===== src/rtl/pc_pkg.sv =====
// Shared types for the program-counter unit: FSM states and next-PC source select.
package pc_pkg;

  typedef enum logic [1:0] {
    ST_IDLE  = 2'd0,
    ST_ARMED = 2'd1,
    ST_RUN   = 2'd2,
    ST_HALT  = 2'd3
  } pc_state_t;

  typedef enum logic [2:0] {
    SRC_HOLD  = 3'd0,
    SRC_START = 3'd1,
    SRC_RET   = 3'd2,
    SRC_CALL  = 3'd3,
    SRC_ABS   = 3'd4,
    SRC_REL   = 3'd5,
    SRC_INC   = 3'd6
  } pc_src_t;

endpackage


===== src/rtl/pc_call_stack.sv =====
// Return-address LIFO; clear and reset empty it, callers never push and pop together.
module pc_call_stack #(
  parameter int PC_W        = 10,
  parameter int STACK_DEPTH = 4
) (
  input  logic            clk,
  input  logic            rst,
  input  logic            clear,
  input  logic            push,
  input  logic            pop,
  input  logic [PC_W-1:0] push_data,
  output logic [PC_W-1:0] top_data,
  output logic            full,
  output logic            empty
);

  localparam int CNT_W = $clog2(STACK_DEPTH + 1);

  // Storage is rounded up to a power of two so the entry count can index it directly.
  logic [PC_W-1:0]  mem [0:(1<<CNT_W)-1];
  logic [CNT_W-1:0] count;

  assign full     = (count == CNT_W'(STACK_DEPTH));
  assign empty    = (count == '0);
  assign top_data = mem[count - CNT_W'(1)];

  always_ff @(posedge clk or posedge rst) begin
    if (rst)
      count <= '0;
    else if (clear)
      count <= '0;
    else if (push && !full)
      count <= count + CNT_W'(1);
    else if (pop && !empty)
      count <= count - CNT_W'(1);
  end

  always_ff @(posedge clk) begin
    if (push && !full && !clear)
      mem[count] <= push_data;
  end

endmodule


===== src/rtl/pc_unit.sv =====
// Program counter with launch FSM, branches and optional call stack (macro PC_CALL_STACK_EN).
module pc_unit
  import pc_pkg::*;
#(
  parameter int PC_W        = 10,
  parameter int REL_W       = 8,
  parameter int STACK_DEPTH = 4
) (
  input  logic             Clk,
  input  logic             Reset,
  input  logic             Start,
  input  logic [PC_W-1:0]  StartAddr,
  input  logic             Stall,
  input  logic             Halt,
  input  logic             BranchAbsEn,
  input  logic             BranchRelEn,
  input  logic             ALU_flag,
  input  logic [REL_W-1:0] RelTarget,
  input  logic [PC_W-1:0]  AbsTarget,
  input  logic             CallEn,
  input  logic             RetEn,
  output logic [PC_W-1:0]  ProgCtr,
  output logic             Running,
  output logic             Done,
  output logic             StackErr
);

  pc_state_t       state, state_next;
  pc_src_t         pc_src;
  logic [PC_W-1:0] pc_next, pc_inc, rel_ext;
  logic            stack_clear, stack_push, stack_pop, err_set;

  assign pc_inc  = ProgCtr + PC_W'(1);
  assign rel_ext = PC_W'($signed(RelTarget));

`ifdef PC_CALL_STACK_EN
  logic [PC_W-1:0] stack_top;
  logic            stack_full, stack_empty;

  pc_call_stack #(
    .PC_W        (PC_W),
    .STACK_DEPTH (STACK_DEPTH)
  ) u_stack (
    .clk       (Clk),
    .rst       (Reset),
    .clear     (stack_clear),
    .push      (stack_push),
    .pop       (stack_pop),
    .push_data (pc_inc),
    .top_data  (stack_top),
    .full      (stack_full),
    .empty     (stack_empty)
  );
`else
  logic unused_stack;
  assign unused_stack = RetEn ^ stack_clear ^ stack_push ^ stack_pop ^ err_set;
`endif

  // Start always restarts through ARMED; Halt and Stall only matter while running.
  always_comb begin
    state_next  = state;
    pc_src      = SRC_HOLD;
    stack_clear = 1'b0;
    stack_push  = 1'b0;
    stack_pop   = 1'b0;
    err_set     = 1'b0;
    case (state)
      ST_IDLE, ST_HALT: begin
        if (Start) begin
          state_next  = ST_ARMED;
          stack_clear = 1'b1;
        end
      end
      ST_ARMED: begin
        if (!Start) begin
          state_next = ST_RUN;
          pc_src     = SRC_START;
        end
      end
      ST_RUN: begin
        if (Start) begin
          state_next  = ST_ARMED;
          stack_clear = 1'b1;
        end else if (Halt) begin
          state_next = ST_HALT;
        end else if (!Stall) begin
`ifdef PC_CALL_STACK_EN
          if (RetEn) begin
            if (!stack_empty) begin
              pc_src    = SRC_RET;
              stack_pop = 1'b1;
            end else begin
              pc_src  = SRC_INC;
              err_set = 1'b1;
            end
          end else if (CallEn) begin
            if (!stack_full) begin
              pc_src     = SRC_CALL;
              stack_push = 1'b1;
            end else begin
              pc_src  = SRC_INC;
              err_set = 1'b1;
            end
          end else
`endif
          if (CallEn || BranchAbsEn)
            pc_src = SRC_ABS;
          else if (BranchRelEn && !ALU_flag)
            pc_src = SRC_REL;
          else
            pc_src = SRC_INC;
        end
      end
      default: state_next = ST_IDLE;
    endcase
  end

  always_comb begin
    pc_next = ProgCtr;
    case (pc_src)
      SRC_START:         pc_next = StartAddr;
`ifdef PC_CALL_STACK_EN
      SRC_RET:           pc_next = stack_top;
`endif
      SRC_CALL, SRC_ABS: pc_next = AbsTarget;
      SRC_REL:           pc_next = ProgCtr + rel_ext;
      SRC_INC:           pc_next = pc_inc;
      default:           pc_next = ProgCtr;
    endcase
  end

  always_ff @(posedge Clk or posedge Reset) begin
    if (Reset) begin
      state   <= ST_IDLE;
      ProgCtr <= '0;
    end else begin
      state   <= state_next;
      ProgCtr <= pc_next;
    end
  end

`ifdef PC_CALL_STACK_EN
  always_ff @(posedge Clk or posedge Reset) begin
    if (Reset)
      StackErr <= 1'b0;
    else if (stack_clear)
      StackErr <= 1'b0;
    else if (err_set)
      StackErr <= 1'b1;
  end
`else
  assign StackErr = 1'b0;
`endif

  assign Running = (state == ST_RUN);
  assign Done    = (state == ST_HALT);

endmodule


===== config.mk =====
export PLATFORM = sky130hd
export DESIGN_NAME = pc_unit
export DESIGN_NICKNAME = d
export VERILOG_FILES = /design/src/rtl/pc_pkg.sv /design/src/rtl/pc_call_stack.sv /design/src/rtl/pc_unit.sv
export SDC_FILE = /design/constraint.sdc
export NUM_CORES = 1
export LEC_CHECK = 0
export ABC_AREA = 1
export CORE_MARGIN = 1
export CORE_UTILIZATION = 42
export CTS_BUF_LIST = sky130_fd_sc_hd__clkbuf_4 sky130_fd_sc_hd__clkbuf_8
export CTS_CLUSTER_SIZE = 40
export DETAILED_ROUTE_END_ITERATION = 12
export PLACE_DENSITY_LB_ADDON = 0.2
export REMOVE_ABC_BUFFERS = 1
export SYNTH_ARGS = -nofsm -noshare
export SYNTH_HDL_FRONTEND = slang
export SYNTH_HIERARCHICAL = 1
export SYNTH_SLANG_ARGS = --single-unit
export TNS_END_PERCENT = 1

===== constraint.sdc =====
create_clock -name Clk -period 2.5 [get_ports Clk]
set_clock_uncertainty 0.15 [all_clocks]
set_input_delay 0.625 -clock Clk [delete_from_list [all_inputs] [get_ports Clk]]
set_output_delay 0.625 -clock Clk [all_outputs]
set_load 0.03 [all_outputs]

# == After elaboration in Yosys (flattened, before gate mapping) ==
# Index checks and enable logic that the tools add are counted.
# totals
inputBits,38
register_bits,12
word_cells,36
# op_classes
n_addsub,2
n_reduce_logical,8
muxes,13
n_eq_ne,11
# op_table
op,n
$pmux 10 s4,1
$mux 2,6
$add 10x1->10 const B,1
$add 10x10->10,1
$eq 3x3->1 const B,3
$mux 3,3
$pmux 2 s3,1
$pmux 3 s2,1
$eq 2x2->1 const B,2
$ne 2x2->1 const B,2
$reduce_bool 4->1,1
$reduce_or 2->1,2
$eq 3x1->1 const B,1
$eq 3x2->1 const B,1
$ne 3x3->1 const B,1
$reduce_and 3->1,1
$eq 2x1->1 const B,1
$logic_not 2->1,1
$logic_and 1x1->1,1
$logic_not 1->1,1
$logic_or 1x1->1,1
$mux 1,1

# == Logic depth before layout (Yosys ltp) ==
# Gate-level depths: netlist of run 1.
# depth
depth_word,11
depth_mapped,20
depth_no_buf,19

# == Worst setup path before layout of run 1 ==
# Ideal clock, no wire load.
# synth_timing
path_type,register -> register
startpoint,register state[0]
endpoint,register ProgCtr[5]
path_slack_ps,-284
path_stages_with_launch,19
t_arrival_ps,2517
setup_ps,118
required_ps,2232
cell_sequence,dfrtp_1 -> inv_1 -> ha_1 -> nand2_2 -> nor2_8 -> nand4_2 -> buf_6 -> nand2_1 -> inv_1 -> ha_1 -> nand2_1 -> nand2_1 -> nand2_1 -> nand2_1 -> a21oi_1 -> xor2_1 -> nor2_1 -> nor2_1 -> nor2_1
# synth_between
elab_chain_len,5
elab_cells_between_ends,11
classes_between,eq/ne: 7; mux: 2; reduce/logical: 2
# synth_rtl
element,line_no,source
from (decl),pc_unit.sv:28,"pc_state_t state, state_next;"
from (signal assigned),pc_unit.sv:137,state <= state_next;
$eq 2x2->1 *,--,
net Running,pc_unit.sv:23,"output logic Running,"
$pmux 3 s2 *,pc_unit.sv:67,case (state)
$eq 3x2->1 or $eq 3x3->1 (tied branches),pc_unit.sv:120,case (pc_src)
$reduce_or 2->1,pc_unit.sv:120,
$pmux 10 s4 or $reduce_bool 4->1 (tied branches),--,
to (signal assigned),pc_unit.sv:138,ProgCtr <= pc_next;
to (decl),pc_unit.sv:22,"output logic [PC_W-1:0] ProgCtr,"
# Mark *: on every way through the listed nets, which the timed path passes. The rest lies on a longest branch.
# A chain may end at the register's enable or synchronous reset.

# == Worst setup path in the final report of run 1 ==
# layout_timing
startpoint,register state[0]
endpoint,register ProgCtr[8]
# layout_between
elab_chain_len,5
elab_cells_between_ends,11
classes_between,eq/ne: 7; mux: 2; reduce/logical: 2
# layout_rtl
element,line_no
$eq 2x2->1 or $eq 2x1->1 (tied branches),--
$pmux 3 s2 *,pc_unit.sv:67
$eq 3x2->1 or $eq 3x3->1 (tied branches),pc_unit.sv:120
$reduce_or 2->1,pc_unit.sv:120
$pmux 10 s4 or $reduce_bool 4->1 (tied branches),--
# Every way passes the cells marked *; elsewhere a longest branch is shown, timed or not.

==> impl_metrics.toml, run 1 <==
[setup_path]
crit_start = "state[0]"
critPathArrivalTime_ns = 2.71
worst-path-buf-inv = 5
timing.rr.start = "state[0]"
crit_family = "simple AND/OR/NAND/NOR gates"
reg2reg_depth = 18
cp-start-kind = "register"
critPathMaxStageDelay_ns = 0.40
cp_max_fo = 6
reg2reg_to = "ProgCtr[8]"
r2r_slack_ns = -0.17
path_cells = "inv_2 > ha_4 > inv_4 > nand2_4 > nor2_8 > nand4_4 > buf_12 > nand2_4 > inv_4 > ha_4 > buf_4 > nand3_2 > nand2_2 > nand4_1 > a21oi_1 > nor2_1 > nor2_2 > nor2_2"
end_kind = "register"
cp_slowest_cell = "dfrtp_1"
crit_path_end = "ProgCtr[8]"
cp_num_cells = 18
path_class = "reg2reg"
required_ns = 2.54

[die]
die_y_um = 60.1
start_util = 0.453
num_rows = 20
die_w_um = 60.1
die-area_um2 = 3610
pin_count = 51
fp.coreArea_um2 = 3130

[layout]
antenna_cells = 0
fin_util = 0.806
drive_gt1_frac = 0.357
final_cell_count_no_fill = 344
syn_to_final_growth_pct = 78.0
finalNetCount = 352
layout_commonest_cell = "nand2_1"
final_cell_mix = "46 x nand2_1, 40 x clkdlybuf4s50_1, 33 x nor2_1"

[synth]
syn_area_per_cell_um2 = 6.38
synthMuxAreaShare = 0
yosysTopAreaCellShare = 0.212
synth_compound_area_frac = 0.0654
synth_seq_cells = 12
synth_xor_area_frac = 0.0309
synth.distinct_cells = 29
synth_fa_ha_area_frac = 0.120
synth_area_leaders = "dfrtp_1 21%, nand2_1 16%, nor2_1 11%"
yosys.area.top_type = "dfrtp_1"
yosys.area_share.simple = 0.465
synth_top_family_by_area = "simple AND/OR/NAND/NOR gates"
ys_seq_area_frac = 0.212
yosysWarnings = 6
syn_inst = 222
syn_area_um2 = 1420

[cts]
clock_path_buffers = 2
cts_tree = "done"
path_clk_slew_ns = 0.10
htreeDepth = 1
clock_tree.root_cell = "clkbuf_4"
cts_sinks = 12
cts_buffers = 3
cts_hold_repair.buffers = 0
clkLatencyLatePin_ns = 0.29

[route]
route.met2.wl_mm = 2.53
via_per_inst = 5.06
wl_per_cell_um = 13.7
drt-initial-drc-count = 98
drt_drc_violations_left = 0
vias = 1742
wl_met3_um = 270
ant_nets = 0
dr.pass1.iters = 5
detail_route.wirelength_mm = 4.71
m1WireLength_mm = 1.79
topRoutingLayerUsed = "met4"

[timing]
fin_crit_ns = 2.67
drv_slew = 0
tns_ns = -0.778
tightest_slew_ns = 0.542
finalSetupViolations = 7
hold_violations = 0
slew-limit-headroom = 0.638
fin_hold_ws_ns = 0.453
setup_ws_ns = -0.173
post-route-period-util = 1.07
rsz0062_at_grt = "true"
max_freq_ghz = 0.374

[placement]
placedCellCount = 335
port_buffers = 48
detailed_place_hpwl_mm = 2.82
routabilityCongestion = 0.853

[pwr]
pwr_density_cell_nw_per_um2 = 984
leakage_uw = 0.00123
peakVddDrop_uv = 670
finalPower_uw = 2480

[grt]
grt_max_degree = 18
grt_overflow_total = 0
track_usage = 0.273
antenna_found_initial = 0
grt_pass1_vias = 1668
grt_pass1_wl_mm = 7.28

[status]
outcome = "finished with violations"
violations = "setup timing"

[min_path]
holdCritPathClass = "reg2reg"

[run]
maxCapViolCount = 0
==> sequential cells by signal, indices dropped and copies added (netlist names) <==
| name | count |
|---|---|
| state | 2 |
| ProgCtr | 10 |
==> worst min-delay path by stage <==
stage	start	endpoint	slack [ns]	cells past startpoint
finish	ProgCtr[7]	ProgCtr[7]	0.45	2
detailed placement	ProgCtr[0]	ProgCtr[0]	0.37	2
CTS	ProgCtr[0]	ProgCtr[0]	0.45	2
global route	ProgCtr[0]	ProgCtr[0]	0.46	2
global placement	ProgCtr[0]	ProgCtr[0]	0.37	2
floorplan	Reset	ProgCtr[0]	0.34	1
==> area by class of cell <==
cell class,count,area [µm²]
clock buffers,4,36.3
multi-input cells,177,1280
well taps,44,55.1
repair buffers,77,727
flip-flops and latches,12,300
fillers,206,607
inverters,30,123
==> synthesized netlist by cell type (all sizes together) <==
library cell,number
a21oi,7
buf,3
conb,1
o21ai,5
a21o,1
fa,1
o211ai,1
inv,30
ha,12
xor2,3
xnor2,2
dfrtp,12
nand2,70
nor2,46
nand3,22
a31oi,1
o21bai,1
nand4,4
==> kinds of logic (layout without fill, tap and decap cells) <==
logic type | count (synthesis) | after routing
flip-flops | 12 | 12
XOR/XNOR | 5 | 5
other | 1 | 1
AND/OR/NAND/NOR | 142 | 142
AO/OA/AOI/OAI | 16 | 16
adder cells (fa/ha/maj) | 13 | 13
buffers and inverters | 33 | 111
==> tightest hold or removal path, cell delays in order, from the launching register on <==
cell and delay (ns):
dfrtp_1 0.42, nor2_1 0.06, nor2_1 0.09
==> what timing repair did <==
item,CTS,global route
endpoints found under the setup margin,9,9
resized for setup,59,22
gates cloned,1,0
setup buffers,4,0
pin swaps,37,17
==> per-stage QoR <==
step / instance area, µm² / worst slack, ns
floorplan: 1390 / -0.326
global placement: 2110 / -0.671
detailed placement: 2110 / -0.690
CTS: 2440 / -0.105
global route: 2520 / -0.338
finish: 2520 / -0.173
==> per-layer routing <==
metal | vias up | GRT usage
met1 | 800 | 0.319
met5 | - | 0
met4 | 0 | 0.113
li1 | 854 | -
met3 | 13 | 0.0325
met2 | 75 | 0.500
==> power breakdown <==
group	total (µW)	leakage [µW]	internal [µW]	switching, µW
combinational	1900	0.00107	898	999
sequential	413	0.000139	288	124
clock	170	0.0000210	88.7	81.1
No activity file was read; power rests on OpenSTA's default activity.
==> run 2, diff against run 1 <==
--- a/config.mk
+++ b/config.mk
@@ -7,7 +7,7 @@
 export LEC_CHECK = 0
 export ABC_AREA = 1
 export CORE_MARGIN = 1
-export CORE_UTILIZATION = 42
+export CORE_UTILIZATION = 45
 export CTS_BUF_LIST = sky130_fd_sc_hd__clkbuf_4 sky130_fd_sc_hd__clkbuf_8
 export CTS_CLUSTER_SIZE = 40
 export DETAILED_ROUTE_END_ITERATION = 12
==> constraint.sdc (replaced) <==
create_clock -name Clk -period 3.2 [get_ports Clk]
set_clock_uncertainty 0.15 [all_clocks]
set_input_delay 0.8 -clock Clk [delete_from_list [all_inputs] [get_ports Clk]]
set_output_delay 0.8 -clock Clk [all_outputs]
set_load 0.03 [all_outputs]
==> run 2 against run 1 <==
Non-clock buffer count fell by 9. Combinational power fell by 43%. Die area fell by 6.5%. Final cell count fell by 3.2%. Largest cell class unchanged. Design area fell by 16%. First-iteration DRC count fell by 69%. Clock power fell by 24%. Via count fell by 10%. Clock-buffer cell count did not move. Critical path type is now in2reg. Core utilization fell by 6.8 points. The run now ends clean. Critical path depth fell by 1.
==> impl_metrics.toml, run 2 (synthesis gave the netlist of run 1 again) <==
[route]
dr.pass1.iters = 5
drt_drc_violations_left = 0
vias = 1566
detail_route.wirelength_mm = 3.49
via_per_inst = 4.70
ant_nets = 0
wl_per_cell_um = 10.5
drt-initial-drc-count = 30

[die]
die_w_um = 58.1
start_util = 0.492
die-area_um2 = 3380
num_rows = 19
fp.coreArea_um2 = 2880
die_y_um = 58.1
pin_count = 51

[pwr]
sequentialPowerShare = 0.194
comb_power_share = 0.720
internal_power_uw = 792
pwr-share-clk = 0.086
leakage_uw = 0.00109
peakVddDrop_uv = 463
finalPower_uw = 1520
p_sw_uw = 728
swShare = 0.479
pwr_density_cell_nw_per_um2 = 716

[cts]
cts_tree = "done"
cts_buffers = 3
htreeDepth = 1
path_clk_slew_ns = 0.09
clkLatencyLatePin_ns = 0.28
cts_hold_repair.buffers = 0
clock_path_buffers = 2
clock_tree.root_cell = "clkbuf_4"
cts_sinks = 12

[grt]
track_usage = 0.229
grt_overflow_total = 0
grt_pass1_wl_mm = 5.95
antenna_found_initial = 0
grt_pass1_vias = 1487
grt_max_degree = 19

[min_path]
min_from = "ProgCtr[0]"
holdCritPathClass = "reg2reg"

[layout]
reg_top3 = "ProgCtr: 10 flops, state: 2 flops"
antenna_cells = 0
largest_register = "ProgCtr"
layout_commonest_cell = "nand2_1"
syn_to_final_growth_pct = 49.9
final_cell_count_no_fill = 333
final_cell_mix = "62 x nand2_1, 48 x clkdlybuf4s50_1, 41 x nor2_1"
fin_util = 0.738
finalNetCount = 343
drive_gt1_frac = 0.162
finalInstanceArea_um2 = 2120
largest_reg_flops = 10

[setup_path]
timing.rr.start = "state[0]"
cp_slowest_cell = "clkdlybuf4s50_1"
cp_max_fo = 7
end_kind = "register"
path_cells = "clkdlybuf4s50_1 > nor2_2 > nand2_2 > nor2_8 > nand4_4 > buf_4 > nand2_1 > inv_1 > fa_1 > nand3_1 > nand2_1 > nand4_1 > nand3_1 > nand2_1 > nor2_1 > nor2_2 > nor2_2"
cp-start-kind = "input pin"
critPathMaxStageDelay_ns = 0.45
path_class = "in2reg"
critPathArrivalTime_ns = 3.08
required_ns = 3.25
crit_start = "Start"

[timing]
tightest_slew_ns = 0.508
finalSetupViolations = 0
post-route-period-util = 0.949
drv_slew = 0
hold_violations = 0
fin_hold_ws_ns = 0.388
rsz0062_at_grt = "true"
max_freq_ghz = 0.329
slew-limit-headroom = 0.661
fin_crit_ns = 3.04

[placement]
dpl_cell_area_um2 = 2060
port_buffers = 48
placedCellCount = 328
detailed_place_hpwl_mm = 2.80
routabilityCongestion = 0.835

[run]
maxCapViolCount = 0

[status]
outcome = "finished, final reports clean"
==> run 2: cell types whose count changed in the layout (fill, tap and decap cells not counted), sizes merged <==
| cell | before | now |
|---|---|---|
| buf | 29 | 20 |
| clkdlybuf4s15 | 1 | 0 |
| dlymetal6s2s | 1 | 0 |
| dlygate4sd2 | 6 | 0 |
| clkdlybuf4s50 | 40 | 48 |
==> run 2: stage by stage <==
stage                     setup slack, ns  setup TNS (ns)
after global routing              -0.0126         -0.0234
final                               0.163               0
after detailed placement           -0.249           -1.26
after floorplan                     0.353               0
after global placement             -0.209          -0.939
after CTS                          0.0573               0
==> run 2: worst max-delay path, delay by kind of cell <==
family	cells	cell delay, ns
AND/OR/NAND/NOR	13	1.15
buffers and inverters	3	0.69
adder cells (fa/ha/maj)	1	0.44
==> run 2: worst paths after layout <==
check,cells past startpoint,to,slack (ns)
worst max register to register,18,ProgCtr[8],0.34
worst min-delay path,2,ProgCtr[0],0.39
worst max-delay path,17,ProgCtr[8],0.16
max in group asynchronous,2,state[1],1.88
worst min register to register,2,ProgCtr[0],0.39
min in group asynchronous,2,ProgCtr[7],0.67
==> run 2: repair_timing <==
action,4_1_cts,5_1_grt
buffers inserted,0,1
setup endpoints to repair,0,5
resized for setup,0,4
==> run 2: final cells by class <==
cell class,count,area [µm²]
timing repair buffer,68,631
sequential,12,300
fill,255,753
tap,42,52.6
inverter,30,118
multi-input combinational,177,986
clock buffer,4,36.3
==> run 2: per-layer routing <==
| layer | GRT usage | wire, µm | share of wire |
|---|---|---|---|
| met1 | 0.280 | 1530 | 0.44 |
| met2 | 0.402 | 1790 | 0.51 |
| met3 | 0.0513 | 147 | 0.042 |
| met4 | 0.0612 | 25 | 0.0072 |
| met5 | 0 | 0 | 0 |
==> run 2: power by group through the flow <==
stage | registers (µW) | logic (µW) | clock network, µW
floorplan | 409 | 567 | 0
global placement | 296 | 1060 | 0
detailed placement | 299 | 1080 | 0
CTS | 297 | 1080 | 132
global route | 306 | 1210 | 142
finish | 295 | 1090 | 130
==> run 3, diff against run 2 <==
--- a/config.mk
+++ b/config.mk
@@ -6,6 +6,7 @@
 export NUM_CORES = 1
 export LEC_CHECK = 0
 export ABC_AREA = 1
+export CAP_MARGIN = 10
 export CORE_MARGIN = 1
 export CORE_UTILIZATION = 45
 export CTS_BUF_LIST = sky130_fd_sc_hd__clkbuf_4 sky130_fd_sc_hd__clkbuf_8
@@ -13,6 +14,7 @@
 export DETAILED_ROUTE_END_ITERATION = 12
 export PLACE_DENSITY_LB_ADDON = 0.2
 export REMOVE_ABC_BUFFERS = 1
+export SLEW_MARGIN = 20
 export SYNTH_ARGS = -nofsm -noshare
 export SYNTH_HDL_FRONTEND = slang
 export SYNTH_HIERARCHICAL = 1
==> results of run 3 <==
The final DEF is identical to that of run 2; final timing and power are the same.
==> patch 1: new RTL, config.mk and constraints of run 3 <==
The parameter `REL_W` goes from 8 to 6.
--- a/src/rtl/pc_unit.sv
+++ b/src/rtl/pc_unit.sv
@@ -3,7 +3,7 @@
   import pc_pkg::*;
 #(
   parameter int PC_W        = 10,
-  parameter int REL_W       = 8,
+  parameter int REL_W       = 6,
   parameter int STACK_DEPTH = 4
 ) (
   input  logic             Clk,
Ports: changed (resized RelTarget); port bits go from 51 to 49. The function was not compared with the original's and may differ.
==> patch 1 against run 3 <==
- the flow now finishes with violations (design-rule violations)
- non-clock buffer count grew 2
- sequential cell count stayed put
- total power up 12%
- critical path type unchanged
- count of clock-buffer cells in the layout unchanged
- first-iteration DRC count grew to 2.6 times the old value
- critical endpoint unchanged
- final area is 8.5% higher
- worst setup slack worse by 0.097 ns
- synthesized area grew 6.5%
- routed wire length grew 18%
==> patch 1: results <==
metrics = {
    "global_route": {
        "grt_start_max_net_pins": 18,
        "track_usage_pct": 21.84,
        "grt_pass1_wl_mm": 5.968,
        "grt_pass1_vias": 1440,
        "antenna_found_initial": 0,
    },
    "cells_and_area": {
        "instances_no_fill": 336,
        "fill_cells": 262,
        "num_antenna_cells": 0,
        "multiInputGateArea_um2": 1071,
        "drive_gt1_share_pct": 24.66,
        "largestRegisters": "ProgCtr (10), state (2)",
    },
    "routing": {
        "wirelength_mm": 4.125,
        "via_per_inst": 4.747,
        "first_iter_violations": 78,
        "drt_pass1_iterations": 9,
        "drc": 1,
    },
    "pwr": {
        "max-vdd-ir-drop_mv": 0.4982,
        "total_leakage_power_nw": 1.154,
    },
    "worst_setup_path": {
        "critical_path_peak_fanout": 7,
        "slowest_stage": "clkdlybuf4s50_1",
        "max_stage_delay_ns": 0.45,
        "critical-path-top-delay-family": "simple AND/OR/NAND/NOR gates",
    },
    "logic_synthesis": {
        "synthArstFlopShare_pct": 100.0,
        "synth_commonest_cells": "47 x inv_1, 41 x nand2_1, 24 x nor2_1",
        "ys_seq_area_share_pct": 19.90,
        "yosys-top-cells-area": "dfrtp_1 20%, inv_1 12%, nand2_1 10%",
        "synth.distinct_cells": 39,
        "syn_area_per_cell_um2": 6.859,
        "yosys_warnings": 6,
    },
    "placement": {
        "port_buffers": 46,
        "dp.cells": 326,
        "place_area_um2": 2137,
        "routabilityCongestion": 0.8398,
        "dp_hpwl_mm": 2.951,
    },
    "cts": {
        "path_clk_slew_ns": 0.09,
        "cts_made_buffers": 3,
        "cts_root_buf": "clkbuf_4",
        "htreeDepth": 1,
        "cts_max_path_buffers": 2,
        "clk_latency_ns": 0.27,
    },
    "run_status": {
        "violations": "design-rule violations",
        "status": "complete, but fails checks",
    },
    "worst_hold_path": {
        "hp-class": "reg -> reg",
    },
    "sta": {
        "slew_headroom_pct": 64.17,
    },
}
[patch 1: logic make-up (layout without fill, tap and decap cells)]
| family | after synthesis | count (layout) | share of synthesized area (%) |
|---|---|---|---|
| AOI/OAI and AO/OA | 34 | 34 | 16.92 |
| buffers and inverters | 53 | 125 | 14.18 |
| xor gates and xnor gates | 3 | 3 | 1.742 |
| adders and majority gates | 13 | 13 | 11.28 |
| DFF | 12 | 12 | 19.90 |
| other | 1 | 1 | 0.2485 |
| and+or+nand+nor | 104 | 104 | 35.74 |
[patch 1: cell type report]
cell class,count,area share [%]
timing repair buffer,70,28.03
inverter,51,8.474
tap,44,2.390
clock buffer,4,1.575
sequential,12,13.04
multi-input combinational,155,46.50
[patch 1: metrics by stage]
stage / hold slack, ns / power [W] / setup TNS [ns] / setup WS (ns)
after floorplan: 0.3519 / 0.001064 / 0 / 0.3055
after global placement: 0.3680 / 0.001447 / -0.9449 / -0.1944
after detailed placement: 0.3785 / 0.001470 / -1.388 / -0.2533
after CTS: 0.3983 / 0.001602 / 0 / 0.04067
after global routing: 0.4362 / 0.001839 / -0.06778 / -0.05686
final: 0.3992 / 0.001697 / 0 / 0.06614
[patch 1: worst register-to-register path: stages, from the launching register on]
cell        delay [ns]
dfrtp_1           0.39
inv_1             0.08
ha_1              0.34
inv_2             0.08
nand2_2           0.08
nor2_8            0.10
nand4_4           0.16
nand2_4           0.15
clkinvlp_4        0.22
ha_4              0.32
buf_4             0.14
a21oi_1           0.16
nand3_1           0.13
or2_2             0.30
nand3_2           0.07
a21oi_2           0.05
[patch 1: final timing paths]
path	to	slack (ns)	cells after the start	startpoint
worst max-delay path	ProgCtr[8]	0.07	16	Stall
worst min-delay path	ProgCtr[3]	0.40	2	ProgCtr[3]
worst max register to register	ProgCtr[8]	0.19	15	state[0]
worst min register to register	ProgCtr[3]	0.40	2	ProgCtr[3]
max in group asynchronous	ProgCtr[2]	1.83	2	Reset
min in group asynchronous	ProgCtr[7]	0.70	2	Reset
[patch 1: power breakdown]
group / switching [W] / total, W / internal, W
registers: 0.0000904 / 0.000317 / 0.000226
clock network: 0.0000576 / 0.000127 / 0.0000691
logic: 0.000688 / 0.00125 / 0.000566
[patch 1: repair_timing]
item | CTS | global route
gates resized for setup | 0 | 15
buffers inserted | 0 | 6
endpoints found under the setup margin | 0 | 7
[patch 1: metal layers]
layer  share of wire (%)  global-route usage (%)  vias up  routed length [um]
met3                 3.3                   2.381        2                 136
met2                  49                   36.19       41                2015
met1                  47                   29.56      711                1945
li1                    -                       -      841                   -
met5                   0                       0        -                   0
met4                0.65                   6.977        0                  27
==> patch 2: new RTL, flow settings as in run 3 <==
Made on the original files. Encoding of `pc_state_t`: now Gray code (2 bits for 4 states).
--- a/src/rtl/pc_pkg.sv
+++ b/src/rtl/pc_pkg.sv
@@ -2,10 +2,10 @@
 package pc_pkg;
 
   typedef enum logic [1:0] {
-    ST_IDLE  = 2'd0,
-    ST_ARMED = 2'd1,
-    ST_RUN   = 2'd2,
-    ST_HALT  = 2'd3
+    ST_IDLE  = 2'b00,
+    ST_ARMED = 2'b01,
+    ST_RUN   = 2'b11,
+    ST_HALT  = 2'b10
   } pc_state_t;
 
   typedef enum logic [2:0] {
Check against the original RTL: same outputs for any inputs over 10 cycles, from zero or initial values and one cycle with Reset high; not proved beyond that.
==> patch 2 against run 3 <==
- the run now ends with design-rule violations left
- synthesized cell count shrank 7.2%
- via count shrank 4.3%
- routed wire length grew 0.89%
- global-route usage grew 0.64 points
- cell count shrank 9.6%
- first-iteration DRC count grew 70%
- worst setup slack gained 0.0042 ns
- sequential cell count is the same
- maximum frequency grew 0.14%
- synthesized area shrank 4.4%
- final area shrank 4.7%
- critical endpoint is now ProgCtr[4]
Power is not compared: it rests on default switching activity, and its combinational part moved more than twofold at a synthesized area within 25%.
==> patch 2: results <==
metrics = {
    "cells_and_area": {
        "instances_no_fill": 301,
        "nets": 320,
        "drive_gt1_share_pct": 15.19,
        "fill_cells": 233,
    },
    "worst_setup_path": {
        "crit_arrival_ns": 3.10,
        "critical_path_peak_fanout": 3,
        "r2r-end": "ProgCtr[4]",
        "reg2reg_slack_ns": 0.61,
        "worstRegToRegCells": 15,
    },
    "global_route": {
        "grt_pass1_vias": 1394,
        "track_usage_pct": 23.50,
        "grt_pass1_wl_mm": 5.892,
        "grt_start_max_net_pins": 18,
    },
    "logic_synthesis": {
        "yosys-top-cells-area": "dfrtp_1 22%, nand2_1 17%, ha_1 8.3%",
        "synth_commonest_cells": "60 x nand2_1, 29 x inv_1, 26 x nor2_1",
        "ys_seq_area_share_pct": 22.18,
        "synth.distinct_cells": 32,
        "syn_area_per_cell_um2": 6.572,
        "synthArstFlopShare_pct": 100.0,
    },
    "routing": {
        "drt_pass1_iterations": 8,
        "via_per_inst": 4.980,
        "drc": 2,
        "wirelength_mm": 3.518,
        "first_iter_violations": 51,
    },
    "cts": {
        "cts_setup_buffers": 0,
    },
    "worst_hold_path": {
        "min_from": "state[1]",
        "hold_depth": 1,
        "worstHoldEndpoint": "state[0]",
    },
    "run_status": {
        "violations": "design-rule violations",
        "status": "complete, but fails checks",
    },
    "placement": {
        "dp_hpwl_mm": 2.880,
        "pre_cts_slack_ns": -0.2280,
        "routabilityCongestion": 0.8304,
        "place_area_um2": 1972,
    },
}
patch 2: final cells by class:
cell class	instances	area, um2	share of cell area, %
multi-input combinational	159	935.9	46.26
timing repair buffer	65	608.1	30.06
clock buffer	3	22.52	1.113
sequential	12	300.3	14.84
tap	31	38.79	1.917
inverter	31	117.6	5.813
patch 2: critical path, stage by stage:
cell and delay [ns]:
clkdlybuf4s50_1 0.47, nand2_2 0.08, nand3_4 0.10, nor2_8 0.05, or2_2 0.27, ha_1 0.22
fa_2 0.37, nand2_1 0.09, nand2_1 0.05, nand2_1 0.05, nand2_1 0.10, xnor2_2 0.17
o211ai_2 0.14, nand2_1 0.07, nand2_1 0.07
patch 2: metal layers:
| metal | global-route usage [%] | wire [um] | vias to the layer above |
|---|---|---|---|
| met5 | 0 | 0 | - |
| met4 | 8.014 | 52 | 0 |
| met3 | 3.226 | 128 | 7 |
| met2 | 40.31 | 1756 | 30 |
| met1 | 30.16 | 1580 | 670 |
| li1 | - | - | 792 |
patch 2: cells by family (layout without fill, tap and decap cells):
logic type	Yosys count	in the layout	synth area share [%]
adder cells (fa/ha/maj)	10	10	9.797
AND/OR/NAND/NOR	124	124	43.35
other	1	1	0.2770
flip-flops	12	12	22.18
AO/OA/AOI/OAI	21	21	11.65
buffers and inverters	35	99	10.81
XOR/XNOR	3	3	1.941
patch 2: how the worst max path moves through the flow:
stage	from	to	slack, ns	cells past startpoint
after floorplan	Stall	ProgCtr[9]	0.32	15
after global placement	BranchRelEn	ProgCtr[4]	-0.21	15
after detailed placement	BranchRelEn	ProgCtr[4]	-0.23	15
after CTS	BranchRelEn	ProgCtr[4]	0.04	15
after global routing	BranchRelEn	ProgCtr[8]	0.003	16
final	BranchRelEn	ProgCtr[4]	0.17	15
patch 2: metrics by stage:
| step | utilization, % | setup TNS [ns] | hold WS, ns |
|---|---|---|---|
| after detailed placement | 70.29 | -0.8765 | 0.3678 |
| after global routing | 72.12 | 0 | 0.4012 |
| after CTS | 71.10 | 0 | 0.3746 |
| after global placement | 70.29 | -0.6768 | 0.3499 |
| after floorplan | - | 0 | 0.3261 |
| final | 72.12 | 0 | 0.3783 |
patch 2: report_power, final:
part	internal (W)	leakage, nW	switching, W
Clock	0.0000436	0.0138	0.0000519
Sequential	0.000180	0.136	0.0000307
Combinational	0.000237	0.874	0.000268
